File: config.mk
export PLATFORM = sky130hd
export DESIGN_NAME = wb_regfile_flat
export DESIGN_NICKNAME = d
export VERILOG_FILES = /design/src/rtl/wb_regfile_if.sv /design/src/rtl/wb_regfile.sv /design/src/flat_wrapper.sv
export SDC_FILE = /design/constraint.sdc
export NUM_CORES = 2
export LEC_CHECK = 0
export CORE_MARGIN = 2
export CORE_UTILIZATION = 55
export CTS_CLUSTER_DIAMETER = 150
export DETAILED_ROUTE_END_ITERATION = 8
export PLACE_DENSITY_LB_ADDON = 0.15
export SLEW_MARGIN = 20
export SYNTH_ARGS = -nofsm -noshare
export SYNTH_HDL_FRONTEND = slang
export SYNTH_SLANG_ARGS = --single-unit
File: constraint.sdc
create_clock -name clk -period 2.9 [get_ports clk]
set_input_delay 0.29 -clock clk [delete_from_list [all_inputs] [get_ports clk]]
set_output_delay 0.29 -clock clk [all_outputs]
set_load 0.005 [all_outputs]
File: src/rtl/wb_regfile_if.sv
// Writeback-stage bundle: MEM/WB outputs in, decode read ports
// and writeback result / retire count out.
interface wb_regfile_if #(
  parameter int XLEN = 32,
  parameter int CNTW = 64
);
  logic            RegWriteW;
  logic [1:0]      ResultSrcW;
  logic [4:0]      RdW;
  logic [XLEN-1:0] ALUResultW;
  logic [XLEN-1:0] ReadDataW;
  logic [XLEN-1:0] PCPlus4W;
  logic [XLEN-1:0] ExtImmW;
  logic            ValidW;
  logic [4:0]      A1D;
  logic [4:0]      A2D;
  logic [XLEN-1:0] RD1D;
  logic [XLEN-1:0] RD2D;
  logic [XLEN-1:0] ResultW;
  logic [CNTW-1:0] InstRet;

  modport master (
    output RegWriteW, ResultSrcW, RdW,
    output ALUResultW, ReadDataW,
    output PCPlus4W, ExtImmW, ValidW,
    output A1D, A2D,
    input  RD1D, RD2D, ResultW, InstRet
  );

  modport slave (
    input  RegWriteW, ResultSrcW, RdW,
    input  ALUResultW, ReadDataW,
    input  PCPlus4W, ExtImmW, ValidW,
    input  A1D, A2D,
    output RD1D, RD2D, ResultW, InstRet
  );
endinterface

File: src/rtl/wb_regfile.sv
// RV32I writeback stage: result select, 32x32 register file
// with write-through read bypass, and retired-instruction counter.
module wb_regfile #(
  parameter int XLEN  = 32,
  parameter int NREGS = 32,
  parameter int CNTW  = 64
) (
  input logic        clk,
  input logic        rst,
  wb_regfile_if.slave w
);

  logic [XLEN-1:0] regs_q [NREGS];
  logic [CNTW-1:0] instret_q;
  logic [CNTW-1:0] instret_d;
  logic [XLEN-1:0] result;
  logic [XLEN-1:0] rd1;
  logic [XLEN-1:0] rd2;
  logic            we;

  always_comb begin
    result = w.ALUResultW;
    unique case (w.ResultSrcW)
      2'b00: result = w.ALUResultW;
      2'b01: result = w.ReadDataW;
      2'b10: result = w.PCPlus4W;
      2'b11: result = w.ExtImmW;
    endcase
  end

  assign we = w.RegWriteW & w.ValidW
            & (w.RdW != 5'd0);

  // Bypass lets decode see a same-cycle writeback.
  always_comb begin
    rd1 = '0;
    if (w.A1D != 5'd0) begin
      if (we && (w.A1D == w.RdW)) rd1 = result;
      else                        rd1 = regs_q[w.A1D];
    end
  end

  always_comb begin
    rd2 = '0;
    if (w.A2D != 5'd0) begin
      if (we && (w.A2D == w.RdW)) rd2 = result;
      else                        rd2 = regs_q[w.A2D];
    end
  end

  assign instret_d = w.ValidW ? instret_q + 1'b1
                              : instret_q;

  always_ff @(posedge clk) begin
    if (rst) begin
      for (int i = 0; i < NREGS; i++) begin
        regs_q[i] <= '0;
      end
    end else if (we) begin
      regs_q[w.RdW] <= result;
    end
  end

  always_ff @(posedge clk) begin
    if (rst) instret_q <= '0;
    else     instret_q <= instret_d;
  end

  assign w.ResultW = result;
  assign w.RD1D    = rd1;
  assign w.RD2D    = rd2;
  assign w.InstRet = instret_q;

endmodule

File: src/flat_wrapper.sv
// flat-port wrapper written by rule: the top's interface ports become plain ports
module wb_regfile_flat 
#(
  parameter int XLEN  = 32,
  parameter int NREGS = 32,
  parameter int CNTW  = 64
)
  (clk, rst, w_RegWriteW, w_ResultSrcW, w_RdW, w_ALUResultW, w_ReadDataW, w_PCPlus4W, w_ExtImmW, w_ValidW, w_A1D, w_A2D, w_RD1D, w_RD2D, w_ResultW, w_InstRet);
  wb_regfile_if #(.XLEN(XLEN), .CNTW(CNTW)) w_i ();
  input logic clk;
  input logic rst;
  input wire logic [$bits(w_i.RegWriteW)-1:0] w_RegWriteW;
  input wire logic [$bits(w_i.ResultSrcW)-1:0] w_ResultSrcW;
  input wire logic [$bits(w_i.RdW)-1:0] w_RdW;
  input wire logic [$bits(w_i.ALUResultW)-1:0] w_ALUResultW;
  input wire logic [$bits(w_i.ReadDataW)-1:0] w_ReadDataW;
  input wire logic [$bits(w_i.PCPlus4W)-1:0] w_PCPlus4W;
  input wire logic [$bits(w_i.ExtImmW)-1:0] w_ExtImmW;
  input wire logic [$bits(w_i.ValidW)-1:0] w_ValidW;
  input wire logic [$bits(w_i.A1D)-1:0] w_A1D;
  input wire logic [$bits(w_i.A2D)-1:0] w_A2D;
  output wire logic [$bits(w_i.RD1D)-1:0] w_RD1D;
  output wire logic [$bits(w_i.RD2D)-1:0] w_RD2D;
  output wire logic [$bits(w_i.ResultW)-1:0] w_ResultW;
  output wire logic [$bits(w_i.InstRet)-1:0] w_InstRet;
  assign w_i.RegWriteW = w_RegWriteW;
  assign w_i.ResultSrcW = w_ResultSrcW;
  assign w_i.RdW = w_RdW;
  assign w_i.ALUResultW = w_ALUResultW;
  assign w_i.ReadDataW = w_ReadDataW;
  assign w_i.PCPlus4W = w_PCPlus4W;
  assign w_i.ExtImmW = w_ExtImmW;
  assign w_i.ValidW = w_ValidW;
  assign w_i.A1D = w_A1D;
  assign w_i.A2D = w_A2D;
  assign w_RD1D = w_i.RD1D;
  assign w_RD2D = w_i.RD2D;
  assign w_ResultW = w_i.ResultW;
  assign w_InstRet = w_i.InstRet;
  wb_regfile #(.XLEN(XLEN), .NREGS(NREGS), .CNTW(CNTW)) u_core (.clk(clk), .rst(rst), .w(w_i));
endmodule
==> summary.md <==
| Metric | Value |
|---|---|
| Status | finished, violations left |
| Failing checks | setup timing |
| Setup ws final | -229 ps |
| CTS buffer count | approximately 110 |
| P_leak | approximately 27 nW |
| Worst r2r dst | u_core.w.InstRet[48] |
| Area growth syn-to-layout | 26.5% |
| Simple-Gate Fraction of Synth Area | 11.8% |
| Critical Path Max Stage Delay | roughly 490 ps |
| Deepest level of the CTS H-tree | 3 |
| Portion of netlist area occupied by mux cells | a little over a fifth |
| Complex-gate fraction of the synthesized area | 6.24% |
| Non-Filler Instances | about 6700 |
| Worst setup EP type | output port |
| Iteration-0 DRC count of the detailed router | around 7600 |
| Top FF cell, synth | edfxtp_1 |
| RSZ-0062 raised after global routing | yes |
| Layout cells sized above 1 | 32.8% |
| Post-DP HPWL | roughly 150000 um |
| Io pins | 309 |
| Final hold vios | 0 |
| Hold Path Stages | 4 |
| Largest family of logic cells by synthesized area | multiplexers |
| Cell count of the worst reg-to-reg path | 5 |
| Power Dens Cells | 550 nW/um^2 |
| Buffers on Ports | 308 |
| Synth Area in Adders | less than 1% |
| Placeable Area | approximately 100000 um^2 |
| Initial Util | between 50% and 60% |
| Worst-Margin Slew | 913 ps |
| Worst Hold Class | in -> reg |
| Ys async rst share | 0% |
| Clk buf depth | 3 |
| CP Data Required Time | between 2000 and 3000 ps |
| Worst R2R Setup Slack | 560 ps |
| Synth cell types | 74 |
| Crit Path Max Fanout | 2 |
| DR DRC count | 0 |
| Critical Path End | w_RD1D[22] |
| Critical path startpoint category | flop |
| Gate count of the mapped netlist | about 4500 |
| Vias | between 40000 and 50000 |
| Net count, final | ~5400 |
| Yosys warnings | 0 |
| Worst Setup SP | u_core.regs_q[31][22] |
| Worst VDD drop | 0.517 mV |
| Leading area contributor after synthesis | edfxtp_1 |
| First-pass iteration count of the detailed router | 6 |
| Commonest cells in the netlist | nor2_1 (1065), edfxtp_1 (1024), mux4_2 (386) |
| Setup violators final | 28 |
| WHS | just over 90 ps |
| Initial antenna violation count | 14 |
| EDFF count, synth | around 1000 |
| Post-synth top area share | 53.1% |
| Minimum clock period | 3130 ps |
| Clock tree from TritonCTS | done |
| Overflow after GRT | 0 |
| Gr usage total | a little over two fifths |
| Cells after DPL | 6444 |
| Crit-path cells | mux4_2 > o211ai_1 > buf_4 > a211oi_4 > a211o_4 > buf_6 |
| Pin count of the biggest net entering global routing | 129 |
| Cell area after synthesis | about 58000 um^2 |
| # rows | approximately 120 |
| Post-route ant nets | 0 |
| Slew Limit Fails | 0 |
| Clock Sinks | 1088 |
| Vias per cell | ~6.9 |
| Most frequent cell after synthesis | nor2_1 |
| Die H | 328 um |
| First-pass GRT wire length | between 300000 and 400000 um |
| Mapped Avg Cell Area | ~13 um^2 |
| Post-Route WL | around 230000 um |
| Routability cong. | between 1 and 1.5 |
| Layout Skew | 18.4 ps |
| Clock transition at the registers of the reported paths | approximately 60 ps |
| Synth Area in XOR/XNOR | less than 1% |
| Post-DR wirelength/cell | approximately 34 um |
| Post-synthesis register bit count | 1088 |
| Total die area | approximately 110000 um^2 |
| CTS root buf | clkbuf_16 |
| Sequential-to-total area share from yosys stat | between 50% and 60% |
| Synth top area cells | edfxtp_1 (53%), mux4_2 (15%), nor2_1 (6.9%), mux2i_1 (5.9%), dfxtp_1 (2.2%) |
| Critical R2R Launch | u_core.w.InstRet[24] |
| Relative slew slack | 38.9% |
| Critical path type | reg -> out |
| Final Cycle Share | 108% |
| Peak Freq | approximately 0.32 GHz |
| Vias in the first global route | between 40000 and 50000 |
| WP data arrival | between 2000 and 3000 ps |
| DIE WIDTH | about 330 um |
| Max cap viols | 0 |
| Worst-Skew Late Latency | about 700 ps |
| CP max-delay cell | mux4_2 |
-- timing repair --
action                     CTS  global route
hold buffers                 0             0
setup buffers               52            38
cloned                       3             1
pin swaps                  118            75
setup endpoints to repair   64            59
resized for setup          485           114
-- registers in the layout, indices dropped and copies added (netlist names) --
name / cells
u_core.w.InstRet: 64
u_core.regs_q: 1024
-- worst min path at each step --
| stage | from | end | slack, ps |
|---|---|---|---|
| finish | w_ValidW | u_core.w.InstRet[0] | 90 |
| global route | w_ValidW | u_core.w.InstRet[1] | 130 |
| CTS | w_ValidW | u_core.w.InstRet[1] | 100 |
| detailed placement | u_core.w.InstRet[48] | u_core.w.InstRet[48] | 480 |
| global placement | u_core.w.InstRet[48] | u_core.w.InstRet[48] | 480 |
| floorplan | u_core.w.InstRet[48] | u_core.w.InstRet[48] | 470 |
-- cells by family after synthesis --
family	count (synthesis)
compound gates	511
xor+xnor	40
fa+ha+maj	1
buf+inv	504
flops	1088
mux	767
other cells	1
simple gates	1591
-- worst max-delay path, delay by kind of cell, from the launching register on --
family,cells,cell delay (ps)
mux,1,490
flops,1,410
compound gates,3,890
buf+inv,2,360
-- cell type report --
type	count	area, um^2
diodes	5	12.5
multi-input cells	2943	25400
inverters	45	169
well taps	1391	1740
clock inverters	72	696
repair buffers	1055	10300
fillers	7287	31600
clock buffers	127	2900
flip-flops and latches	1088	32000
-- layout by cell type, fill, tap and decap left out, types with 64 or more instances in the layout --
cell type and instances:
edfxtp_1 1024, mux2i_1 332, nor2_1 1057, buf_12 130, clkdlybuf4s50_1 224, a21oi_1 87, nand2_1 193, buf_4 577
dfxtp_1 64, a221oi_1 89, clkbuf_16 114, mux4_2 386
-- where the power goes --
group          leakage [nW]  internal (W)  switching (W)
sequential             10.3        0.0179       0.000428
combinational          15.5       0.00321        0.00423
clock                  1.76       0.00806        0.00637
-- per-layer routing --
| metal | share of wire [%] | track usage [%] | wire [um] |
|---|---|---|---|
| met2 | 44 | 61.4 | 99400 |
| met1 | 32 | 51.6 | 73700 |
| met4 | 8.4 | 29.6 | 19100 |
| met3 | 16 | 15.1 | 35900 |
| met5 | 0.071 | 0 | 161 |
-- stage by stage --
| step | worst slack [ps] | TNS, ps | utilization [%] | area (um^2) | power, W |
|---|---|---|---|---|---|
| detailed placement | -1090 | -31200 | 64.5 | 67600 | 0.0254 |
| CTS | -155 | -606 | 69.2 | 72600 | 0.0397 |
| finish | -229 | -1410 | 69.9 | 73200 | 0.0403 |
| floorplan | 437 | 0 | - | 58000 | 0.0217 |
| global route | -170 | -981 | 69.8 | 73200 | 0.0409 |
| global placement | -1040 | -30930 | 64.5 | 67600 | 0.0253 |
(Power assumes the default switching activity.)
